**src/rtl/sweep_counter_ctrl.sv**
```systemverilog
// sweep_counter_ctrl
//   Sequencer for an external N-bit up/down counter. Produces a triangular
//   sweep lo -> hi -> lo with a programmable step period (presc+1 clocks per
//   step), a dwell of hold+1 clocks at each extreme, and ncyc triangles
//   (ncyc = 0 runs until abort).
//
//   Optional feature: define SWEEP_SAWTOOTH_EN to enable the sawtooth mode
//   selected by saw. In sawtooth mode DWELL_HI reloads lo instead of ramping
//   down. Without the macro the saw port is ignored.
//
// Ports
//   clk, reset        clock; asynchronous active-high reset
//   start             one-cycle request, sampled only in IDLE
//   abort             synchronous stop, any state
//   lo, hi            sweep bounds (N bits)
//   presc, hold       step prescaler and dwell length (PRESC_W bits)
//   ncyc              number of triangles, 0 = continuous (NCYC_W bits)
//   saw               sawtooth select (only with SWEEP_SAWTOOTH_EN)
//   cnt_q             counter value
//   cnt_en/up/clr/load, cnt_d   counter controls and load value
//   busy              not in IDLE
//   done              one-cycle pulse on normal completion
//   err               sticky configuration error (lo >= hi at start)
//   cyc_count         completed triangles (saturating)
module sweep_counter_ctrl #(
  parameter int N       = 14,
  parameter int PRESC_W = 16,
  parameter int NCYC_W  = 8
) (
  input  logic               clk,
  input  logic               reset,
  input  logic               start,
  input  logic               abort,
  input  logic [N-1:0]       lo,
  input  logic [N-1:0]       hi,
  input  logic [PRESC_W-1:0] presc,
  input  logic [PRESC_W-1:0] hold,
  input  logic [NCYC_W-1:0]  ncyc,
  input  logic               saw,
  input  logic [N-1:0]       cnt_q,
  output logic               cnt_en,
  output logic               cnt_up,
  output logic               cnt_clr,
  output logic               cnt_load,
  output logic [N-1:0]       cnt_d,
  output logic               busy,
  output logic               done,
  output logic               err,
  output logic [NCYC_W-1:0]  cyc_count
);

  typedef enum logic [2:0] {
    S_IDLE, S_LOAD, S_RAMP_UP, S_DWELL_HI, S_RAMP_DN, S_DWELL_LO
  } state_t;

  state_t             r_state;
  logic [N-1:0]       r_lo, r_hi, r_cnt_d;
  logic [PRESC_W-1:0] r_presc, r_hold, r_pc;
  logic [NCYC_W-1:0]  r_ncyc, r_cyc;
  logic               r_cnt_en, r_cnt_up, r_cnt_clr, r_cnt_load, r_done, r_err;
`ifdef SWEEP_SAWTOOTH_EN
  logic               r_saw;
`else
  logic               w_unused_saw;
  assign w_unused_saw = saw;
`endif

  logic [PRESC_W-1:0] w_pc_inc;
  logic               w_pc_hit, w_dwell_hit, w_first_en, w_up_hit, w_dn_hit, w_last;
  logic [NCYC_W-1:0]  w_cyc_inc;

  // r_pc is the prescaler in ramp states and the dwell counter in dwell states.
  // cnt_en is registered, so the strobe for the next cycle is predicted from
  // the next value of r_pc rather than decoded from the current one.
  assign w_pc_inc    = r_pc + PRESC_W'(1);
  assign w_pc_hit    = (r_pc == r_presc);
  assign w_dwell_hit = (r_pc == r_hold);
  assign w_first_en  = (r_presc == '0);
  // N+1-bit compares so hi = 2^N-1 and lo = 0 do not wrap.
  assign w_up_hit    = (({1'b0, cnt_q} + (N+1)'(1)) == {1'b0, r_hi});
  assign w_dn_hit    = (({1'b0, cnt_q} - (N+1)'(1)) == {1'b0, r_lo});
  assign w_cyc_inc   = (&r_cyc) ? r_cyc : (r_cyc + NCYC_W'(1));
  assign w_last      = (r_ncyc != '0) && (w_cyc_inc == r_ncyc);

  always_ff @(posedge clk or posedge reset) begin
    if (reset) begin
      r_state    <= S_IDLE;
      r_lo       <= '0;
      r_hi       <= '0;
      r_cnt_d    <= '0;
      r_presc    <= '0;
      r_hold     <= '0;
      r_pc       <= '0;
      r_ncyc     <= '0;
      r_cyc      <= '0;
      r_cnt_en   <= 1'b0;
      r_cnt_up   <= 1'b0;
      r_cnt_clr  <= 1'b0;
      r_cnt_load <= 1'b0;
      r_done     <= 1'b0;
      r_err      <= 1'b0;
`ifdef SWEEP_SAWTOOTH_EN
      r_saw      <= 1'b0;
`endif
    end else begin
      r_cnt_en   <= 1'b0;
      r_cnt_clr  <= 1'b0;
      r_cnt_load <= 1'b0;
      r_done     <= 1'b0;
      // Abort overrides any strobe that would have been registered this edge.
      if (abort && (r_state != S_IDLE)) begin
        r_state   <= S_IDLE;
        r_cnt_clr <= 1'b1;
        r_pc      <= '0;
      end else begin
        case (r_state)
          S_IDLE: begin
            if (start && !abort) begin
              if (lo >= hi) begin
                r_err <= 1'b1;
              end else begin
                r_lo       <= lo;
                r_hi       <= hi;
                r_presc    <= presc;
                r_hold     <= hold;
                r_ncyc     <= ncyc;
`ifdef SWEEP_SAWTOOTH_EN
                r_saw      <= saw;
`endif
                r_err      <= 1'b0;
                r_cyc      <= '0;
                r_cnt_d    <= lo;
                r_cnt_load <= 1'b1;
                r_state    <= S_LOAD;
              end
            end
          end
          S_LOAD: begin
            r_state  <= S_RAMP_UP;
            r_cnt_up <= 1'b1;
            r_pc     <= '0;
            r_cnt_en <= w_first_en;
          end
          S_RAMP_UP: begin
            if (w_pc_hit) begin
              r_pc <= '0;
              if (w_up_hit) r_state <= S_DWELL_HI;
              else          r_cnt_en <= w_first_en;
            end else begin
              r_pc     <= w_pc_inc;
              r_cnt_en <= (w_pc_inc == r_presc);
            end
          end
          S_DWELL_HI: begin
            if (w_dwell_hit) begin
              r_pc <= '0;
`ifdef SWEEP_SAWTOOTH_EN
              if (r_saw) begin
                r_cyc <= w_cyc_inc;
                if (w_last) begin
                  r_state <= S_IDLE;
                  r_done  <= 1'b1;
                end else begin
                  r_state    <= S_LOAD;
                  r_cnt_load <= 1'b1;
                end
              end else
`endif
              begin
                r_state  <= S_RAMP_DN;
                r_cnt_up <= 1'b0;
                r_cnt_en <= w_first_en;
              end
            end else begin
              r_pc <= w_pc_inc;
            end
          end
          S_RAMP_DN: begin
            if (w_pc_hit) begin
              r_pc <= '0;
              if (w_dn_hit) r_state <= S_DWELL_LO;
              else          r_cnt_en <= w_first_en;
            end else begin
              r_pc     <= w_pc_inc;
              r_cnt_en <= (w_pc_inc == r_presc);
            end
          end
          S_DWELL_LO: begin
            if (w_dwell_hit) begin
              r_pc  <= '0;
              r_cyc <= w_cyc_inc;
              if (w_last) begin
                r_state <= S_IDLE;
                r_done  <= 1'b1;
              end else begin
                r_state  <= S_RAMP_UP;
                r_cnt_up <= 1'b1;
                r_cnt_en <= w_first_en;
              end
            end else begin
              r_pc <= w_pc_inc;
            end
          end
          default: r_state <= S_IDLE;
        endcase
      end
    end
  end

  assign cnt_en    = r_cnt_en;
  assign cnt_up    = r_cnt_up;
  assign cnt_clr   = r_cnt_clr;
  assign cnt_load  = r_cnt_load;
  assign cnt_d     = r_cnt_d;
  assign busy      = (r_state != S_IDLE);
  assign done      = r_done;
  assign err       = r_err;
  assign cyc_count = r_cyc;

endmodule
```
**config.mk**
```make
export PLATFORM = sky130hd
export DESIGN_NAME = sweep_counter_ctrl
export DESIGN_NICKNAME = d
export VERILOG_FILES = /design/src/rtl/sweep_counter_ctrl.sv
export SDC_FILE = /design/constraint.sdc
export NUM_CORES = 1
export LEC_CHECK = 0
export ABC_CLOCK_PERIOD_IN_PS = 4350
export CELL_PAD_IN_SITES_DETAIL_PLACEMENT = 1
export CELL_PAD_IN_SITES_GLOBAL_PLACEMENT = 2
export CORE_ASPECT_RATIO = 0.8
export CORE_MARGIN = 4
export CORE_UTILIZATION = 30
export DETAILED_ROUTE_END_ITERATION = 16
export PLACE_DENSITY_LB_ADDON = 0.1
export SETUP_SLACK_MARGIN = 0.02
export SLEW_MARGIN = 20
export SYNTH_ARGS = -nofsm -noshare
export SYNTH_HDL_FRONTEND = slang
export SYNTH_SLANG_ARGS = --single-unit
```
**constraint.sdc**
```tcl
create_clock -name clk -period 4.35 [get_ports clk]
set_clock_uncertainty 0.15 [all_clocks]
set_input_delay 0.87 -clock clk [delete_from_list [all_inputs] [get_ports clk]]
set_output_delay 0.87 -clock clk [all_outputs]
set_load 0.02 [all_outputs]
```
==> impl_metrics.py, run 1 <==
metrics = {
    "status": {
        "status": "finished, final reports clean",
    },
    "floorplan": {
        "die_y_um": 139,
        "start_util_pct": 30.9,
        "die_w_um": 172,
        "design.die.area_um2": 24000,
        "row_count": 47,
        "pin_count": 116,
        "core_um2": 20900,
    },
    "setup_path": {
        "end_kind": "register",
        "critical_path_required_ns": 4.49,
        "r2r_start": "r_pc[0]",
        "crit_slowest_cell": "clkdlybuf4s50_1",
        "crit_type": "in -> reg",
        "slowest_delay_ns": 0.56,
        "startpoint_type": "primary input",
        "crit_top_cell": "inv_1",
        "cp_cell_sequence": "clkdlybuf4s50_1 -> inv_1 -> ha_1 -> inv_1 -> nor4_4 -> mux2i_1 -> o21a_1 -> a2111o_1 -> o41ai_2 -> nand2_1 -> nor4_1 -> a31o_1",
        "crit_path_start": "cnt_q[1]",
        "worstPathArrival_ns": 3.84,
        "critical_path_peak_fanout": 8,
    },
    "sta": {
        "fmax_mhz": 270,
        "rsz0062_at_grt": "no",
        "min_period_ns": 3.70,
        "relSlewSlack_pct": 33.3,
        "tightest_slew_ns": 0.997,
        "fin_crit_sh_pct": 85.0,
        "finalHoldViolations": 0,
        "fin_tns_setup_ns": 0,
        "setup_violations": 0,
        "maxSlewViolCount": 0,
    },
    "synth": {
        "yosysTopAreaCell": "dfrtp_1",
        "ys.flop_type": "dfrtp_1",
        "synth_cells": 675,
        "yosys_warnings": 0,
        "ys_seq_area_share_pct": 39.0,
        "syn_avg_cell_area_um2": 9.60,
        "ys_ff_latch": 101,
        "synth-edff-count": 0,
        "postSynth.asyncResetShare_pct": 100,
        "syn-cell-area_um2": 6480,
        "ys_types": 60,
        "synthTopCellsByArea": "dfrtp_1 39%, mux2_2 12%, xor2_1 6.8%",
        "syn_nets": 780,
        "yosysTopAreaCellShare_pct": 39.0,
    },
    "hold_path": {
        "min_path_type": "reg -> reg",
        "min_from": "cnt_up",
    },
    "routing": {
        "ant_nets": 0,
        "drtIter0Drc": 199,
        "wirelength_um": 19700,
        "routed-via-count": 5430,
        "viasPerCell": 5.15,
        "routedWlPerCell_um": 18.7,
        "first_pass_iters": 4,
        "drc": 0,
    },
    "power_and_ir_drop": {
        "sw_frac_of_total_pct": 38.6,
        "p_sw_mw": 1.64,
        "pwr-share-clk_pct": 19.6,
        "seq_power_share_pct": 40.5,
        "leakage_nw": 3.41,
        "p_comb_share_pct": 39.9,
        "p_int_mw": 2.60,
        "peakVddDrop_v": 0.000205,
        "powerDensity_nw_per_um2": 513,
    },
    "place": {
        "port-buffer-count": 114,
        "dp_cells": 1037,
        "place_congestion": 0.801,
        "dpl.hpwl_um": 15400,
    },
    "global_routing": {
        "grt_max_degree": 52,
        "grt_pass1_wl_um": 32100,
        "gr-total-overflow": 0,
        "antenna_found_initial": 0,
        "grtUsageTotal_pct": 16.8,
        "grt_pass1_vias": 5731,
    },
    "clocking": {
        "clk_latency_ns": 0.36,
        "cts_buffer_depth": 2,
        "post_cts_buffers": 0,
        "post_cts_resized": 0,
        "cts_root_buf": "clkbuf_16",
        "cts_hold_buf": 0,
        "cts_tree": "yes",
        "cts.sinks": 101,
        "path_clk_slew_ns": 0.07,
        "cts_buffers": 9,
        "htree_num_levels": 3,
    },
    "final_layout": {
        "drive_gt1_share_pct": 13.9,
        "instances_no_fill": 1054,
        "fill_cells": 2376,
        "areaGrowthSynthToFinish_pct": 27.5,
        "ff_latch_area_um2": 2530,
        "multi_input_comb_area_um2": 3690,
        "final_nets": 884,
    },
    "job": {
        "drv_cap": 0,
    },
}
-- critical path, delay by kind of cell --
family,cells,cell delay (ns)
AO/OA/AOI/OAI,4,1.11
adder cells (fa/ha/maj),1,0.26
buffers and inverters,3,0.83
multiplexers,1,0.11
AND/OR/NAND/NOR,3,0.67
-- synth_stat cells, drive strengths merged, types with 4 or more instances --
cell type / count
a21o: 5
a21oi: 29
a31oi: 6
and3: 10
buf: 13
clkbuf: 23
dfrtp: 101
ha: 18
inv: 29
mux2: 68
mux2i: 8
nand2: 55
nand2b: 7
nand3: 20
nand4: 18
nor2: 34
nor2b: 12
nor3: 10
nor4: 19
o21ai: 45
o31ai: 9
or4: 4
xnor2: 37
xor2: 50
-- flip-flops by register name (all words and copies together), names as in the netlist, 3 cells and up --
name / flops
r_hold: 16
cyc_count: 8
r_presc: 16
r_ncyc: 8
r_hi: 14
r_pc: 16
r_state: 3
cnt_d: 14
-- power groups by stage --
stage | Sequential (mW) | Combinational, mW | Clock, mW
2_1_floorplan | 1.65 | 1.09 | 0
4_1_cts | 1.73 | 1.71 | 0.863
6_report | 1.72 | 1.69 | 0.831
3_3_place_gp | 1.72 | 1.67 | 0
5_1_grt | 1.78 | 1.86 | 0.908
3_5_place_dp | 1.74 | 1.70 | 0
-- cell families after synthesis --
kind of cell / share of synthesized area [%]
compound gates: 11.8
xor+xnor: 11.8
buf+inv: 4.33
mux: 13.1
fa+ha+maj: 3.48
simple gates: 16.5
flops: 39.0
-- final timing paths --
path | endpoint | slack, ns | cells past startpoint
max | r_state[0] | 0.65 | 12
min reg2reg | cnt_up | 0.37 | 2
max in group asynchronous | cnt_up | 2.50 | 3
max reg2reg | cnt_en | 1.23 | 10
min | cnt_up | 0.37 | 2
min in group asynchronous | cnt_d[4] | 0.80 | 2
-- final cells by class --
cell class	count	share of cell area [%]
Sequential cell	101	30.6
Clock inverter	6	0.757
Clock buffer	10	2.89
Timing Repair Buffer	129	15.6
Antenna cell	1	0.0303
Tap cell	269	4.08
Multi-Input combinational cell	509	44.7
Inverter	29	1.35
-- placed cells by master (no fill, tap or decap), types with 10 or more instances in the layout --
master / instances
clkdlybuf4s50_1: 114
a21oi_1: 29
nand2_1: 55
nor3_1: 10
nor2_1: 34
dfrtp_1: 101
buf_4: 12
nand3_1: 20
mux2_2: 68
nand4_1: 18
xnor2_1: 37
xor2_1: 50
nor2b_1: 12
o21ai_0: 45
inv_1: 28
nor4_1: 17
ha_1: 18
and3_1: 10
-- layer usage --
layer / track usage, % / part of all wire (%) / vias up
met5: 0 / 0 / -
met4: 3.02 / 1.0 / 0
met3: 3.66 / 4.4 / 14
met2: 24.8 / 43 / 105
met1: 25.4 / 52 / 2697
li1: - / - / 2614
-- metrics by stage --
stage	instance area (µm²)	worst slack (ns)	power, mW	hold slack [ns]	utilization [%]
6_report	8260	0.653	4.24	0.366	39.5
5_1_grt	8260	0.435	4.55	0.406	39.4
4_1_cts	8260	0.640	4.30	0.369	39.4
3_5_place_dp	7960	0.291	3.44	0.354	38.0
3_3_place_gp	7960	0.326	3.39	0.342	38.0
2_1_floorplan	6480	0.683	2.74	0.348	-
(Power assumes the default switching activity.)
==> run 2: changes to the inputs <==
--- a/config.mk
+++ b/config.mk
@@ -5,7 +5,7 @@
 export SDC_FILE = /design/constraint.sdc
 export NUM_CORES = 1
 export LEC_CHECK = 0
-export ABC_CLOCK_PERIOD_IN_PS = 4350
+export ABC_CLOCK_PERIOD_IN_PS = 3900
 export CELL_PAD_IN_SITES_DETAIL_PLACEMENT = 1
 export CELL_PAD_IN_SITES_GLOBAL_PLACEMENT = 2
 export CORE_ASPECT_RATIO = 0.8
==> constraint.sdc (replaced) <==
create_clock -name clk -period 3.9 [get_ports clk]
set_clock_uncertainty 0.15 [all_clocks]
set_input_delay 0.78 -clock clk [delete_from_list [all_inputs] [get_ports clk]]
set_output_delay 0.78 -clock clk [all_outputs]
set_load 0.02 [all_outputs]
==> run 2 against run 1 <==
Compared with the run above: sequential power grew 11%; flip-flop and latch count is the same; highest routed layer unchanged; utilization grew 0.35 points; clock-buffer cell count shrank 1; register-to-register slack lost 0.58 ns; final area grew 0.89%; sequential share of layout area shrank 0.27 points; power grew 13%; critical path depth is the same; clock power grew 19%; largest power group unchanged.
==> impl_metrics.py, run 2 (same netlist as run 1, synthesis figures left out) <==
metrics = {
    "floorplan": {
        "die_y_um": 139,
        "row_count": 47,
        "start_util_pct": 30.9,
        "pin_count": 116,
        "die_w_um": 172,
        "design.die.area_um2": 24000,
        "core_um2": 20900,
    },
    "final_layout": {
        "final_nets": 893,
        "multi_input_comb_area_um2": 3690,
        "num_antenna_cells": 0,
        "layout_common_cells": "114 x clkdlybuf4s50_1, 101 x dfrtp_1, 68 x mux2_2",
        "drive_gt1_share_pct": 14.9,
        "areaGrowthSynthToFinish_pct": 28.6,
        "final_common_cell": "clkdlybuf4s50_1",
        "top_regs": "r_hold: 16 flops, r_pc: 16 flops, r_presc: 16 flops",
        "fill_cells": 2371,
        "ff_latch_area_um2": 2530,
    },
    "sta": {
        "fin_crit_sh_pct": 88.5,
        "finalHoldViolations": 0,
        "hold_ws_ns": 0.341,
        "fin_tns_setup_ns": 0,
        "tightest_slew_ns": 0.961,
        "maxSlewViolCount": 0,
        "rsz0062_at_grt": "no",
        "setup_violations": 0,
        "min_period_ns": 3.45,
        "relSlewSlack_pct": 35.9,
        "worst_slack_ns": 0.450,
        "fmax_mhz": 290,
    },
    "power_and_ir_drop": {
        "leakage_nw": 3.46,
        "total_power_mw": 4.79,
        "powerDensity_nw_per_um2": 575,
        "peakVddDrop_v": 0.000289,
    },
    "clocking": {
        "cts.sinks": 101,
        "path_clk_slew_ns": 0.07,
        "cts_hold_buf": 0,
        "post_cts_buffers": 0,
        "cts_root_buf": "clkbuf_16",
        "clk_latency_ns": 0.36,
        "htree_num_levels": 3,
        "post_cts_resized": 0,
        "cts_tree": "yes",
        "cts_buffer_depth": 2,
        "cts_buffers": 9,
    },
    "place": {
        "place_congestion": 0.836,
        "port-buffer-count": 114,
        "place_worst_setup_slack_ns": 0.0787,
        "dpl.hpwl_um": 15500,
    },
    "routing": {
        "routedWlPerCell_um": 18.8,
        "ant_nets": 0,
        "wirelength_um": 20000,
        "drtIter0Drc": 202,
        "first_pass_iters": 4,
        "viasPerCell": 5.09,
        "routed-via-count": 5406,
        "drc": 0,
    },
    "global_routing": {
        "antenna_found_initial": 0,
        "grtUsageTotal_pct": 17.0,
        "grt_max_degree": 73,
        "grt_pass1_vias": 5786,
        "gr-total-overflow": 0,
        "grt_pass1_wl_um": 32300,
    },
    "hold_path": {
        "min_path_type": "reg -> reg",
    },
    "setup_path": {
        "reg2reg_depth": 10,
        "crit_end": "cyc_count[5]",
        "end_kind": "register",
        "r2r_start": "cyc_count[0]",
        "crit_path_start": "hi[5]",
        "reg2reg_slack_ns": 0.65,
        "crit_type": "in -> reg",
        "worstPathArrival_ns": 3.53,
        "critical_path_required_ns": 3.98,
        "rr_endpoint": "cnt_en",
        "startpoint_type": "primary input",
        "critical_path_peak_fanout": 20,
    },
    "job": {
        "drv_cap": 0,
    },
    "status": {
        "status": "finished, final reports clean",
    },
}
-- run 2: cell count changes in the layout (fill, tap and decap cells not counted) --
cell	change
inv_6	-2
buf_12	-1
bufinv_16	+1
clkbuf_8	-1
diode_2	-1
buf_4	+10
inv_8	+2
-- run 2: report_power, final --
group | total [mW] | internal, mW | switching, mW
registers | 1.91 | 1.44 | 0.472
clock network | 0.990 | 0.523 | 0.467
logic | 1.90 | 1.00 | 0.896
-- run 2: layer usage --
metal / share of wire [%] / GRT usage, %
met2: 44 / 25.7
met5: 0 / 0
met4: 0.82 / 3.23
met1: 52 / 25.3
met3: 3.7 / 3.12
-- run 2: final cells by class --
type | count | area share [%]
clock inverter | 7 | 1.17
multi-input combinational | 509 | 44.3
sequential | 101 | 30.3
inverter | 29 | 1.34
clock buffer | 9 | 2.70
tap | 269 | 4.04
timing repair buffer | 138 | 16.2
-- run 2: through the flow --
step	cells	utilization (%)	area [µm²]
detailed placement	1046	38.3	8010
global placement	1046	38.3	8010
floorplan	675	-	6480
CTS	1062	39.8	8330
finish	1062	39.8	8330
global route	1062	39.8	8330
-- run 2: how the worst min path moves through the flow --
stage | startpoint | to | cells after the start
final | cnt_up | cnt_up | 2
after detailed placement | cnt_up | cnt_up | 2
after global placement | cnt_up | cnt_up | 2
after global routing | r_hi[9] | r_hi[9] | 1
after floorplan | r_hi[12] | r_hi[12] | 1
after CTS | cnt_up | cnt_up | 2
-- run 2: critical path: stages --
cell,delay [ns]
clkdlybuf4s50_1,0.47
inv_1,0.04
ha_1,0.30
a211oi_1,0.23
o211ai_1,0.14
a211o_1,0.44
a221oi_4,0.38
buf_12,0.22
nand2b_1,0.25
o21ai_0,0.12
nand2_1,0.08
o31ai_1,0.06
